### src/rtl/cn_u.sv
// cn_u: check-node update/compress unit (writer side of the compressed CN store).
// Consumes one row of v2c messages serially, one column per accepted beat.
// Ports:
//   i_clk, i_rst_n       clock, synchronous active-low reset
//   i_v2c                v2c message, two's complement, MSG_WIDTH bits
//   i_v2c_vld            message valid, accepted every cycle it is high
//   i_row_start          qualifies first message of a row
//   i_row_last           qualifies last message of a row
//   o_sign_vld           per-message sign write strobe (1 cycle after the beat)
//   o_v2c_sign           sign of the accepted message
//   o_sign_col           column of that message within the row
//   o_row_vld            one-cycle pulse: row results valid
//   o_v2c_abs_0/_1       smallest / second-smallest magnitude in the row
//   o_idx_0              column of the smallest magnitude
//   o_v2c_sign_tot       XOR of all signs in the row
module cn_u #(
  parameter int MSG_WIDTH   = 6,
  parameter int COL_CNT_WID = 4,
  localparam int ABS_WID    = MSG_WIDTH - 1
) (
  input  logic                   i_clk,
  input  logic                   i_rst_n,
  input  logic [MSG_WIDTH-1:0]   i_v2c,
  input  logic                   i_v2c_vld,
  input  logic                   i_row_start,
  input  logic                   i_row_last,
  output logic                   o_sign_vld,
  output logic                   o_v2c_sign,
  output logic [COL_CNT_WID-1:0] o_sign_col,
  output logic                   o_row_vld,
  output logic [ABS_WID-1:0]     o_v2c_abs_0,
  output logic [ABS_WID-1:0]     o_v2c_abs_1,
  output logic [COL_CNT_WID-1:0] o_idx_0,
  output logic                   o_v2c_sign_tot
);

  typedef enum logic {IDLE, ACC} state_t;

  state_t state_q, state_d;

  logic [COL_CNT_WID-1:0] cnt_q, cnt_d;
  logic [ABS_WID-1:0]     min0_q, min0_d, min1_q, min1_d;
  logic [COL_CNT_WID-1:0] idx_q, idx_d;
  logic                   stot_q, stot_d;

  logic                   sign;
  logic [ABS_WID-1:0]     abs_v, neg_low;
  logic                   accept, close;
  logic [COL_CNT_WID-1:0] col;

  // Magnitude; the most negative code has no positive twin and saturates.
  always_comb begin
    sign    = i_v2c[MSG_WIDTH-1];
    neg_low = ~i_v2c[ABS_WID-1:0] + 1'b1;
    if (!sign)                        abs_v = i_v2c[ABS_WID-1:0];
    else if (i_v2c[ABS_WID-1:0] == '0) abs_v = '1;
    else                              abs_v = neg_low;
  end

  // State register
  always_ff @(posedge i_clk) begin
    if (!i_rst_n) state_q <= IDLE;
    else          state_q <= state_d;
  end

  // Next state: a start beat opens a row from any state; a last beat closes it.
  always_comb begin
    state_d = state_q;
    accept  = i_v2c_vld && (i_row_start || (state_q == ACC));
    if (accept) state_d = i_row_last ? IDLE : ACC;
  end

  // Accumulator next values for the current beat
  always_comb begin
    close  = accept && i_row_last;
    col    = i_row_start ? '0 : cnt_q;
    cnt_d  = cnt_q;
    min0_d = min0_q;
    min1_d = min1_q;
    idx_d  = idx_q;
    stot_d = stot_q;
    if (i_row_start) begin
      cnt_d  = {{(COL_CNT_WID-1){1'b0}}, 1'b1};
      min0_d = abs_v;
      min1_d = '1;
      idx_d  = '0;
      stot_d = sign;
    end else begin
      if (cnt_q != '1) cnt_d = cnt_q + 1'b1;
      if (abs_v < min0_q) begin
        min1_d = min0_q;
        min0_d = abs_v;
        idx_d  = col;
      end else if (abs_v < min1_q) begin
        min1_d = abs_v;
      end
      stot_d = stot_q ^ sign;
    end
  end

  always_ff @(posedge i_clk) begin
    if (!i_rst_n) begin
      cnt_q          <= '0;
      min0_q         <= '0;
      min1_q         <= '0;
      idx_q          <= '0;
      stot_q         <= 1'b0;
      o_sign_vld     <= 1'b0;
      o_v2c_sign     <= 1'b0;
      o_sign_col     <= '0;
      o_row_vld      <= 1'b0;
      o_v2c_abs_0    <= '0;
      o_v2c_abs_1    <= '0;
      o_idx_0        <= '0;
      o_v2c_sign_tot <= 1'b0;
    end else begin
      o_sign_vld <= accept;
      o_row_vld  <= close;
      if (accept) begin
        cnt_q      <= cnt_d;
        min0_q     <= min0_d;
        min1_q     <= min1_d;
        idx_q      <= idx_d;
        stot_q     <= stot_d;
        o_v2c_sign <= sign;
        o_sign_col <= col;
      end
      // Results are published straight from the next values so the last beat is included.
      if (close) begin
        o_v2c_abs_0    <= min0_d;
        o_v2c_abs_1    <= min1_d;
        o_idx_0        <= idx_d;
        o_v2c_sign_tot <= stot_d;
      end
    end
  end

endmodule

### config.mk
export PLATFORM = sky130hd
export DESIGN_NAME = cn_u
export DESIGN_NICKNAME = d
export VERILOG_FILES = /design/src/rtl/cn_u.sv
export SDC_FILE = /design/constraint.sdc
export NUM_CORES = 1
export LEC_CHECK = 0
export CORE_UTILIZATION = 51
export CTS_CLUSTER_DIAMETER = 200
export DETAILED_ROUTE_END_ITERATION = 6
export HOLD_SLACK_MARGIN = 0.02
export PLACE_DENSITY = 0.85
export SYNTH_ARGS = -nofsm -noshare
export SYNTH_HDL_FRONTEND = slang
export SYNTH_SLANG_ARGS = --single-unit
### constraint.sdc
create_clock -name i_clk -period 5.5 [get_ports i_clk]
set_input_delay 1.375 -clock i_clk [delete_from_list [all_inputs] [get_ports i_clk]]
set_output_delay 1.375 -clock i_clk [all_outputs]
set_load 0.03 [all_outputs]
* Word level (Yosys, flattened, before mapping)
Cells that the tools add are included.
** Word-level totals
- Output and inout bits :: 22
- Register bits :: 42
- Word-level logic and storage cells :: 41
- Input bits :: 11
** Cells by class
- Add/subtract/negate cells :: 2
- Order comparisons :: 2
- Equal/unequal tests :: 1
- Multiplexer cells :: 14
- Reduce and logical (&&, ||, !) cells :: 6
- Bitwise operators :: 2
** Operator list (number)
- 2-to-1 mux 5 bit :: 7
- 2-to-1 mux 4 bit :: 5
- less-than comparator 5 bit :: 2
- adder 5 x 1 -> 5 bit, second input constant :: 1
- logical NOT 5 bit :: 1
- NOT 5 bit :: 1
- adder 4 x 1 -> 4 bit, second input constant :: 1
- inequality test 4 bit, second input constant :: 1
- logical AND 1 bit :: 2
- 2-to-1 mux 1 bit :: 2
- AND reduction 2 bit :: 1
- nonzero test 2 bit :: 1
- logical OR 1 bit :: 1
- bitwise XOR 1 bit :: 1

* Depth between registers and ports, before layout
Gate-level depths: netlist of the first run.
- Depth in word-level cells :: 8
- Mapped depth :: 12
- Gate-level depth less buffers :: 11

* Worst setup path after synthesis of the first run
No wires, ideal clock.
- Path kind :: in2reg
- From :: input port i_v2c[1]
- To :: register o_v2c_abs_1[4]
- Setup time :: 0.122 ns
- Arrival :: 3.397 ns
- Stages :: 11
- Required time :: 5.378 ns
- Path slack :: 1.981 ns
- Cell sequence :: inv_1 ha_1 nor3b_4 nor2_1 nor2_1 ha_1 a21oi_1 o21a_1 o21ai_2 mux2_2 o311a_1
** Between the ends
- Cells in the longest elaborated chain, start to end :: 8
** RTL lines
- start, declared :: line 23 : input logic [MSG_WIDTH-1:0] i_v2c,
- NOT 5 bit :: line 54 : neg_low = ~i_v2c[ABS_WID-1:0] + 1'b1;
- adder 5 x 1 -> 5 bit :: line 54
- 2-to-1 mux 5 bit :: line 56 : else if (i_v2c[ABS_WID-1:0] == '0) abs_v = '1;
- 2-to-1 mux 5 bit (*) :: line 55 : if (!sign) abs_v = i_v2c[ABS_WID-1:0];
- less-than comparator 5 bit :: line 94 : end else if (abs_v < min1_q) begin
- 2-to-1 mux 5 bit :: line 94
- 2-to-1 mux 5 bit (*) :: line 90 : if (abs_v < min0_q) begin
- 2-to-1 mux 5 bit (*) :: line 82 : if (i_row_start) begin
- end signal, assigned :: line 131 : o_v2c_abs_1 <= min1_d;
- end, declared :: line 32 : output logic [ABS_WID-1:0] o_v2c_abs_1,
Every way passes the cells marked *; elsewhere a longest branch is shown, timed or not.
A chain may end at the register's enable or synchronous reset.

* Final worst setup path of the first run
- From :: input port i_v2c[0]
- To :: register o_v2c_abs_1[2]
Same word-level chain as after synthesis.

==> summary.txt, run 1 <==
CTS
  – Clk sink count: 42
  – Root Driver: clkbuf_8
  – # resized after CTS: 0
  – Post-CTS Setup Bufs: 0
  – H-tree levels: 2
  – Hold Buf Count CTS: 0
  – CTS Buf Count: 5
  – Max clock buf depth: 2
  – Clk slew on worst S/H paths: 90 ps
  – CTS tree: built
  – Clock Latency Late Sink: 300 ps

Final layout
  – Final core utilization: 63.70%
  – Diode count: 0
  – Commonest non-fill, non-tap cells in the layout: nand2_1, dfxtp_1, clkdlybuf4s50_1
  – Register area: 840.8 sq um
  – Share of layout cells above drive strength 1: 7.241%
  – Synthesis-to-layout area growth: 15.87%
  – Fin nets: 310
  – Fillers: 355
  – Footprint of the multi-input gates: 0.001240 sq mm

Floorplanning
  – Starting Density: 54.97%
  – # IOs: 33
  – Rows: 23
  – Die Y-Extent: 68.60 um
  – Die area: 0.004706 sq mm
  – Core area: 0.004115 sq mm
  – Die width: 68.60 um

Pwr
  – Sw Share: 32.65%
  – Peak supply drop: 185.6 uV
  – Static Leakage: 0.9644 nW
  – Comb power frac: 24.1%
  – Clk pwr share: 29.0%
  – Switching power: 0.0002283 W
  – Seq pwr share: 46.9%
  – Power per Cell Area: 266.7 mW/mm^2
  – Pint: 0.0004708 W
  – Design Power: 0.0006991 W

STA
  – Slew Limit Fails: 0
  – Clock Skew: 7.950 ps
  – Final setup violating endpoints: 0
  – Worst slew pin tran: 818.2 ps
  – Relative slew margins: 45.28%
  – Final setup TNS: 0 ps
  – Final Hold Viols: 0
  – Fmax: 230.3 MHz
  – Period utilization: 78.95%
  – RSZ-0062 raised after global routing: no
  – Min cycle time layout: 4342 ps

Placement
  – HPWL reported at the end of detailed placement: 3851 um
  – Gpl congestion: 0.9144
  – Port bufs: 32

Logic synthesis
  – Synth unique cells: 48
  – Yosys reg bits: 42
  – Top_reg_cell synth: dfxtp_1
  – Largest cells by area after synthesis: dfxtp_1, nand2_1, ha_1
  – Post-synthesis sequential area ratio: 37.17%
  – Post-Synthesis Cells: 263
  – Syn_area_per_cell: 8.601 sq um
  – Synth Net Count: 284
  – Yosys warning count: 0
  – Post-synth ARST share: 0%
  – Synth Cell Area: 0.002262 sq mm
  – Cell taking the most area after synthesis: dfxtp_1
  – Top cell type's share of synthesized area: 37.17%
  – EDFF count, synth: 0

Worst setup path
  – Worst EP required: 5710 ps
  – Crit end category: register
  – Arrival @ worst endpoint: 4550 ps
  – Startpoint Class: primary input
  – CP Class: primary input to register
  – Crit Path Max Fanout: 20

Global route
  – Global-route wire length before repair: 8500 um
  – Largest net degree at the start of global routing: 34
  – Number of global-route vias before repair: 1855
  – All-Layer GR Usage: 25.01%
  – Initial antenna violation count: 0
  – Grt total ovfl: 0

Routing
  – Vias per inst: 5.965
  – 1st-iter DRT viols: 163
  – Drt first pass iters: 4
  – DRC viols: 0
  – Overall routed net length: 5413 um
  – Wire per inst: 15.92 um
  – Vias after detailed routing: 2028
  – Detail Route Antenna Nets: 0

Flow run
  – Max-cap viol count: 0

Status
  – Status: finished, final reports clean

Worst hold path
  – Hold WC Path Type: register to register
## power groups by stage
| stage | combinational, W | clock, W | sequential (W) |
|---|---|---|---|
| finish | 0.000169 | 0.000203 | 0.000328 |
| global route | 0.000183 | 0.000220 | 0.000329 |
| CTS | 0.000167 | 0.000205 | 0.000328 |
| detailed placement | 0.000165 | 0 | 0.000335 |
| global placement | 0.000162 | 0 | 0.000334 |
| floorplan | 0.000120 | 0 | 0.000344 |
## per-stage QoR
stage | hold WS (ps) | instance area (sq um) | worst slack (ps) | cells
floorplan | 445.6 | 2262 | 1981 | 263
global placement | 446.8 | 2531 | 1008 | 332
detailed placement | 449.7 | 2531 | 916.8 | 332
CTS | 465.1 | 2621 | 1224 | 340
global route | 499.1 | 2621 | 952.5 | 340
finish | 461.6 | 2621 | 1158 | 340
## path summary, 6_finish.rpt
check | startpoint | to | cells after the start | slack [ps]
setup reg to reg | min0_q[3] | o_v2c_abs_1[2] | 7 | 3210
setup / recovery | i_v2c[0] | o_v2c_abs_1[2] | 12 | 1160
hold reg to reg | o_sign_col[2] | o_sign_col[2] | 2 | 460
hold / removal | o_sign_col[2] | o_sign_col[2] | 2 | 460
## metal layers
metal	vias to the layer above	wire length (um)	track usage [%]
met3	12	398	6.743
met5	-	0	0
met4	0	119	11.98
met1	924	2311	29.85
li1	1006	-	-
met2	86	2584	41.30
## state kept, by name (all words and copies together) (netlist names)
register / cells
cnt_q: 4
idx_q: 4
o_row_vld: 1
min0_q: 5
o_v2c_sign: 1
state_q: 1
o_v2c_sign_tot: 1
o_idx_0: 4
o_v2c_abs_1: 5
o_sign_vld: 1
o_sign_col: 4
min1_q: 5
stot_q: 1
o_v2c_abs_0: 5
## cells by family after synthesis
group | count (synthesis) | share of synthesized area [%]
AND/OR/NAND/NOR | 87 | 18.20
AO/OA/AOI/OAI | 81 | 25.06
flip-flops | 42 | 37.17
buffers and inverters | 29 | 8.019
multiplexers | 10 | 4.480
adder cells (fa/ha/maj) | 10 | 5.531
XOR/XNOR | 4 | 1.549
## worst max-delay path: stages
cell             delay [ps]
clkdlybuf4s50_1         510
inv_1                   100
ha_1                    170
nor3b_4                 320
nand2_1                 150
nand2_1                 200
ha_1                    290
a21o_1                  160
a21oi_1                 220
o21a_1                  590
nor2_1                  180
a211oi_1                280
## synth_stat cells, types with 4 or more instances
cell type,instances
dfxtp_1,42
o211ai_1,5
clkbuf_8,4
a31oi_1,5
nand2_1,42
a21oi_1,20
ha_1,10
nand3_1,11
nor2_1,16
a211oi_1,6
mux2i_1,9
o21ai_0,13
nor2b_1,7
o22ai_1,6
o311ai_1,4
inv_1,12
clkbuf_1,6
## final cells by class
type | instances | share of cell area [%]
multi-input cells | 192 | 47.30
flip-flops and latches | 42 | 32.08
repair buffers | 34 | 12.79
clock buffers | 5 | 2.625
well taps | 50 | 2.387
inverters | 14 | 2.005
clock inverters | 3 | 0.8115
Note: power is estimated with default switching activity, not from simulation.
==> run 2: changes to the inputs <==
==> constraint.sdc (replaced) <==
create_clock -name i_clk -period 4.2 [get_ports i_clk]
set_input_delay 1.05 -clock i_clk [delete_from_list [all_inputs] [get_ports i_clk]]
set_output_delay 1.05 -clock i_clk [all_outputs]
set_load 0.03 [all_outputs]
==> run 2 against run 1 <==
Clock skew rose by 1.4 ps. Non-clock buffer count rose by 9. Critical path depth did not move. Combinational power rose by 38%. Count of clock-buffer cells in the layout did not move. Global-route usage rose by 0.88 points. Sequential power rose by 31%. Critical endpoint is now min1_q[4].
==> summary.txt, run 2 (synthesis results as in run 1) <==
STA
  – Final setup violating endpoints: 0 (unchanged)
  – Worst slew pin tran: 517.5 ps (was 818.2 ps)
  – Fmax: 266.0 MHz
  – Relative slew margins: 65.29% (was 45.28%)
  – RSZ-0062 raised after global routing: no (unchanged)
  – Period utilization: 89.52%
  – Min cycle time layout: 3760 ps
  – Clock Skew: 9.311 ps (was 7.950 ps)
  – Final setup TNS: 0 ps (unchanged)
  – Final Hold Viols: 0 (unchanged)
  – Slew Limit Fails: 0 (unchanged)

Worst setup path
  – Crit Path Max Fanout: 5 (was 20)
  – Startpoint Class: primary input (unchanged)
  – Slowest stage cell on the critical path: clkdlybuf4s50_1 (was o21a_1)
  – Crit Reg-Reg Startpoint: min0_q[3] (unchanged)
  – CP Class: primary input to register (unchanged)
  – CP Cell Sequence: clkdlybuf4s50_1 -> inv_1 -> ha_1 -> nor3b_4 -> nor2_1 -> nor2_1 -> ha_1 -> a21oi_1 -> o21a_1 -> o21ai_2 -> mux2_2 -> o311a_1 (was clkdlybuf4s50_1 -> inv_1 -> ha_1 -> nor3b_4 -> nand2_1 -> nand2_1 -> ha_1 -> a21o_1 -> a21oi_1 -> o21a_1 -> nor2_1 -> a211oi_1)
  – Reg2Reg Setup Slack: 2130 ps (was 3210 ps)
  – CP max stage delay: 420 ps (was 590 ps)
  – CP delay by family, top: compound AO/OA/AOI/OAI gates (unchanged)
  – Reg2reg end: o_idx_0[3] (was o_v2c_abs_1[2])
  – R2R cell count: 8 (was 7)
  – Crit end category: register (unchanged)
  – CP Buf/Inv Count: 2 (unchanged)
  – Arrival @ worst endpoint: 3950 ps (was 4550 ps)
  – Worst EP required: 4390 ps (was 5710 ps)

Routing
  – 1st-iter DRT viols: 137 (was 163)
  – Vias after detailed routing: 2084 (was 2028)
  – Detail Route Antenna Nets: 0 (unchanged)
  – Overall routed net length: 5511 um (was 5413 um)
  – DRC viols: 0 (unchanged)
  – Wire per inst: 15.84 um (was 15.92 um)
  – Drt first pass iters: 4 (unchanged)
  – Vias per inst: 5.989 (was 5.965)

Worst hold path
  – Hold Crit Endpoint: o_sign_col[3] (was o_sign_col[2])
  – Hold Path Origin: o_sign_col[3] (was o_sign_col[2])
  – Hold WC Path Type: register to register (unchanged)
  – Min-Delay Path Depth: 2 (unchanged)

CTS
  – Hold Buf Count CTS: 0 (unchanged)
  – Post-CTS Setup Bufs: 0 (unchanged)
  – CTS Buf Count: 5 (unchanged)
  – Root Driver: clkbuf_8 (unchanged)
  – Max clock buf depth: 2 (unchanged)
  – CTS tree: built (unchanged)
  – Clk slew on worst S/H paths: 80 ps (was 90 ps)
  – Clock Latency Late Sink: 300 ps (about the same)
  – Clk sink count: 42 (unchanged)
  – H-tree levels: 2 (unchanged)
  – # resized after CTS: 0 (unchanged)

Floorplanning
  – Die Y-Extent: 68.60 um (unchanged)
  – Starting Density: 54.97% (unchanged)
  – Rows: 23 (unchanged)
  – # IOs: 33 (unchanged)
  – Die width: 68.60 um (unchanged)
  – Core area: 0.004115 sq mm (unchanged)
  – Die area: 0.004706 sq mm (unchanged)

Final layout
  – Commonest non-fill, non-tap cells in the layout: nand2_1, dfxtp_1, clkdlybuf4s50_1 (unchanged)
  – Diode count: 0 (unchanged)
  – Fin nets: 319 (was 310)
  – Non-filler cells, final: 348 (was 340)
  – Fillers: 337 (was 355)
  – Share of layout cells above drive strength 1: 9.732% (was 7.241%)
  – Synthesis-to-layout area growth: 18.36% (was 15.87%)

Pwr
  – Power per Cell Area: 340.3 mW/mm^2 (was 266.7 mW/mm^2)
  – Peak supply drop: 233.3 uV (was 185.6 uV)
  – Design Power: 0.0009112 W (was 0.0006991 W)
  – Static Leakage: 1.008 nW (was 0.9644 nW)

Global route
  – Number of global-route vias before repair: 1977 (was 1855)
  – Grt total ovfl: 0 (unchanged)
  – Global-route wire length before repair: 9018 um (was 8500 um)
  – Largest net degree at the start of global routing: 34 (unchanged)
  – All-Layer GR Usage: 25.89% (was 25.01%)
  – Initial antenna violation count: 0 (unchanged)

Placement
  – Port bufs: 32 (unchanged)
  – Gpl congestion: 0.8891 (was 0.9144)
  – Placed cell count: 341 (was 332)
  – HPWL reported at the end of detailed placement: 4049 um (was 3851 um)

Status
  – Status: finished, final reports clean (unchanged)

Flow run
  – Max-cap viol count: 0 (unchanged)
## run 2: cell types whose count changed in the layout (fill, tap and decap cells not counted), sizes merged
| cell | before | now |
|---|---|---|
| buf | 2 | 11 |
| clkinvlp | 1 | 0 |
## run 2: area by class of cell
cell class	count	area (sq um)	area share (%)
Clock buffer	5	68.82	2.570
Multi-Input combinational cell	192	1240	46.31
Tap cell	50	62.56	2.336
Inverter	14	52.55	1.963
Sequential cell	42	840.8	31.40
Timing Repair Buffer	43	402.9	15.05
Clock inverter	2	10.01	0.3738
## run 2: where the power goes
part	internal, W	switching [W]
Sequential	0.000416	0.0000131
Clock	0.000112	0.000138
Combinational	0.0000941	0.000139
Total	0.000622	0.000289
## run 2: worst min-delay path, stage by stage, from the launching register on
cell and delay [ps]:
dfxtp_1 320, nand2_1 50, a21oi_1 60
## run 2: how the worst max path moves through the flow
stage / from / end / cells after the start
6_report: i_v2c[1] / min1_q[4] / 12
5_1_grt: i_v2c[1] / min1_q[2] / 13
4_1_cts: i_v2c[1] / min1_q[4] / 12
3_5_place_dp: i_v2c[1] / min1_q[4] / 12
3_3_place_gp: i_v2c[1] / o_v2c_abs_1[4] / 12
2_1_floorplan: i_v2c[1] / o_v2c_abs_1[4] / 11
## run 2: stage by stage
| stage | setup WS, ps | utilization (%) | hold WS [ps] | instance area, sq um |
|---|---|---|---|---|
| global route | 271.5 | 65.07 | 479.0 | 2678 |
| floorplan | 1006 | - | 445.6 | 2262 |
| detailed placement | 175.0 | 63.15 | 455.2 | 2599 |
| finish | 440.3 | 65.07 | 468.4 | 2678 |
| global placement | 264.6 | 63.15 | 445.0 | 2599 |
| CTS | 476.6 | 65.07 | 469.8 | 2678 |
## run 2: metal layers
layer  GRT usage [%]  up-vias  wire length, um
met4           12.50        0              111
li1                -     1017                -
met2           44.00       73             2702
met1           30.51      981             2326
met5               0        -                0
met3           5.921       13              371
==> run 3: changes to the inputs <==
--- a/config.mk
+++ b/config.mk
@@ -10,6 +10,7 @@
 export DETAILED_ROUTE_END_ITERATION = 6
 export HOLD_SLACK_MARGIN = 0.02
 export PLACE_DENSITY = 0.85
+export SLEW_MARGIN = 30
 export SYNTH_ARGS = -nofsm -noshare
 export SYNTH_HDL_FRONTEND = slang
 export SYNTH_SLANG_ARGS = --single-unit
==> results of run 3 <==
The final DEF is identical to that of run 2; final timing and power are the same.
==> RTL change, RTL diff (flow settings as in run 2) <==
Set the parameter `MSG_WIDTH` to 4 (it was 6).
--- a/src/rtl/cn_u.sv
+++ b/src/rtl/cn_u.sv
@@ -14,7 +14,7 @@
 //   o_idx_0              column of the smallest magnitude
 //   o_v2c_sign_tot       XOR of all signs in the row
 module cn_u #(
-  parameter int MSG_WIDTH   = 6,
+  parameter int MSG_WIDTH   = 4,
   parameter int COL_CNT_WID = 4,
   localparam int ABS_WID    = MSG_WIDTH - 1
 ) (
Interface: changed (resized i_v2c, o_v2c_abs_0 and o_v2c_abs_1); port bits go from 33 to 27. The function was not compared with the original's and may differ.
==> RTL change against run 2 <==
Critical path depth is 3 lower; routed wire length is 27% lower; power is 26% lower; sequential cell count is 8 lower; utilization is 2.0 points lower; area after synthesis is 20% lower; register-to-register slack better by 80 ps; clock power is 26% lower; setup slack better by 330 ps; cell area is 21% lower; critical endpoint is now min0_q[1].
==> RTL change: results (changes against run 2) <==
\begin{tabular}{lr}
\hline
Metric & Value \\
\hline
\multicolumn{2}{l}{\textbf{Status}} \\
\quad Status & complete, no violations (unchanged) \\
\multicolumn{2}{l}{\textbf{Place}} \\
\quad Routability cong. & 0.882 (was 0.889) \\
\quad Pre-CTS setup slack & 429 ps (was 175 ps) \\
\quad Placement-stage cell area & 2060 µm² (was 2600 µm²) \\
\quad HPWL reported at the end of detailed placement & 2930 µm (was 4050 µm) \\
\multicolumn{2}{l}{\textbf{Global routing}} \\
\quad Met3 routing resource usage after global routing & 0.0735 (was 0.0592) \\
\quad Wire length of the first global-routing pass & 6380 µm (was 9020 µm) \\
\quad Overall fraction of global-route tracks in use & 0.236 (was 0.259) \\
\quad M1 GR Usage & 0.315 (was 0.305) \\
\quad Via count of the first global-routing pass & 1,368 (was 1,977) \\
\quad Maximum number of pins on one net before global-route repair & 23 (was 34) \\
\multicolumn{2}{l}{\textbf{Power}} \\
\quad Leakage power figure & 0.760 nW (was 1.01 nW) \\
\quad Worst voltage drop across the vdd grid & 0.189 mV (was 0.233 mV) \\
\multicolumn{2}{l}{\textbf{Routing}} \\
\quad WL/cell & 14.5 µm (was 15.8 µm) \\
\quad Sum of routed wire length over all layers & 4020 µm (was 5510 µm) \\
\quad Vias per cell & 5.85 (was 5.99) \\
\quad Detailed Route Iter0 Violations & 84 (was 137) \\
\quad Wire length on met2 & 1850 µm (was 2700 µm) \\
\multicolumn{2}{l}{\textbf{Worst setup path}} \\
\quad Maximum fanout along the worst path & 12 (was 5) \\
\quad Data arrival time of the critical path & 3710 ps (was 3950 ps) \\
\multicolumn{2}{l}{\textbf{Synth}} \\
\quad Number of nets produced by synthesis & 219 (was 284) \\
\quad Share of the yosys chip area belonging to registers & 0.378 (was 0.372) \\
\quad Xor/xnor share of the synthesized area & 0.00974 (was 0.0155) \\
\quad Post-synthesis cell type count & 52 (was 48) \\
\quad Proportion of synthesized area in mux cells & 0.0167 (was 0.0448) \\
\quad Adder and majority gate portion of the synthesized area & 0.0278 (was 0.0553) \\
\quad Syn\_area\_per\_cell & 8.73 µm² (was 8.60 µm²) \\
\multicolumn{2}{l}{\textbf{Clocking}} \\
\quad Worst-Skew Late Latency & 340 ps (was 300 ps) \\
\quad Clock transition at the registers of the reported paths & 100 ps (was 80 ps) \\
\multicolumn{2}{l}{\textbf{Final layout}} \\
\quad Synth-to-Final Area Change & 17.9\% (was 18.4\%) \\
\quad Layout filler cell count & 312 (was 337) \\
\multicolumn{2}{l}{\textbf{STA}} \\
\quad Worst relative slew slack & 0.580 (was 0.653) \\
\hline
\end{tabular}
[RTL change: changes by cell type in the layout (fill, tap and decap cells not counted), moves of 6 or more]
cell and delta:
sky130_fd_sc_hd__nand2_1 -23, sky130_fd_sc_hd__mux2i_1 -6, sky130_fd_sc_hd__ha_1 -6, sky130_fd_sc_hd__dfxtp_1 -8, sky130_fd_sc_hd__clkdlybuf4s50_1 -6, sky130_fd_sc_hd__buf_4 -8
sky130_fd_sc_hd__o22ai_1 -6
[RTL change: worst register-to-register path: stages, from the launching register on]
cell                      delay, ps
sky130_fd_sc_hd__dfxtp_1        320
sky130_fd_sc_hd__inv_1          110
sky130_fd_sc_hd__ha_1           410
sky130_fd_sc_hd__inv_1          300
sky130_fd_sc_hd__nand4_1        170
sky130_fd_sc_hd__nand2_1        120
sky130_fd_sc_hd__or3b_1         390
sky130_fd_sc_hd__a21oi_1        120
[RTL change: layout make-up]
type	count	share of cell area
multi-input combinational	152	0.474
sequential	34	0.321
clock buffer	7	0.0260
timing repair buffer	29	0.133
clock inverter	1	0.00236
tap	46	0.0271
inverter	9	0.0159
[RTL change: power groups by stage]
stage	sequential, mW	combinational [mW]	clock (mW)
final	0.347	0.146	0.185
after detailed placement	0.354	0.144	0
after CTS	0.346	0.145	0.191
after global placement	0.353	0.143	0
after floorplan	0.361	0.0979	0
after global routing	0.348	0.160	0.206
[RTL change: final timing paths]
check / startpoint / to / slack [ps] / depth (start not counted)
max: i_v2c[3] / min0_q[1] / 770 / 9
min: o_v2c_abs_0[1] / o_v2c_abs_0[1] / 460 / 2
max reg2reg: min0_q[2] / min0_q[1] / 2210 / 7
min reg2reg: o_v2c_abs_0[1] / o_v2c_abs_0[1] / 460 / 2
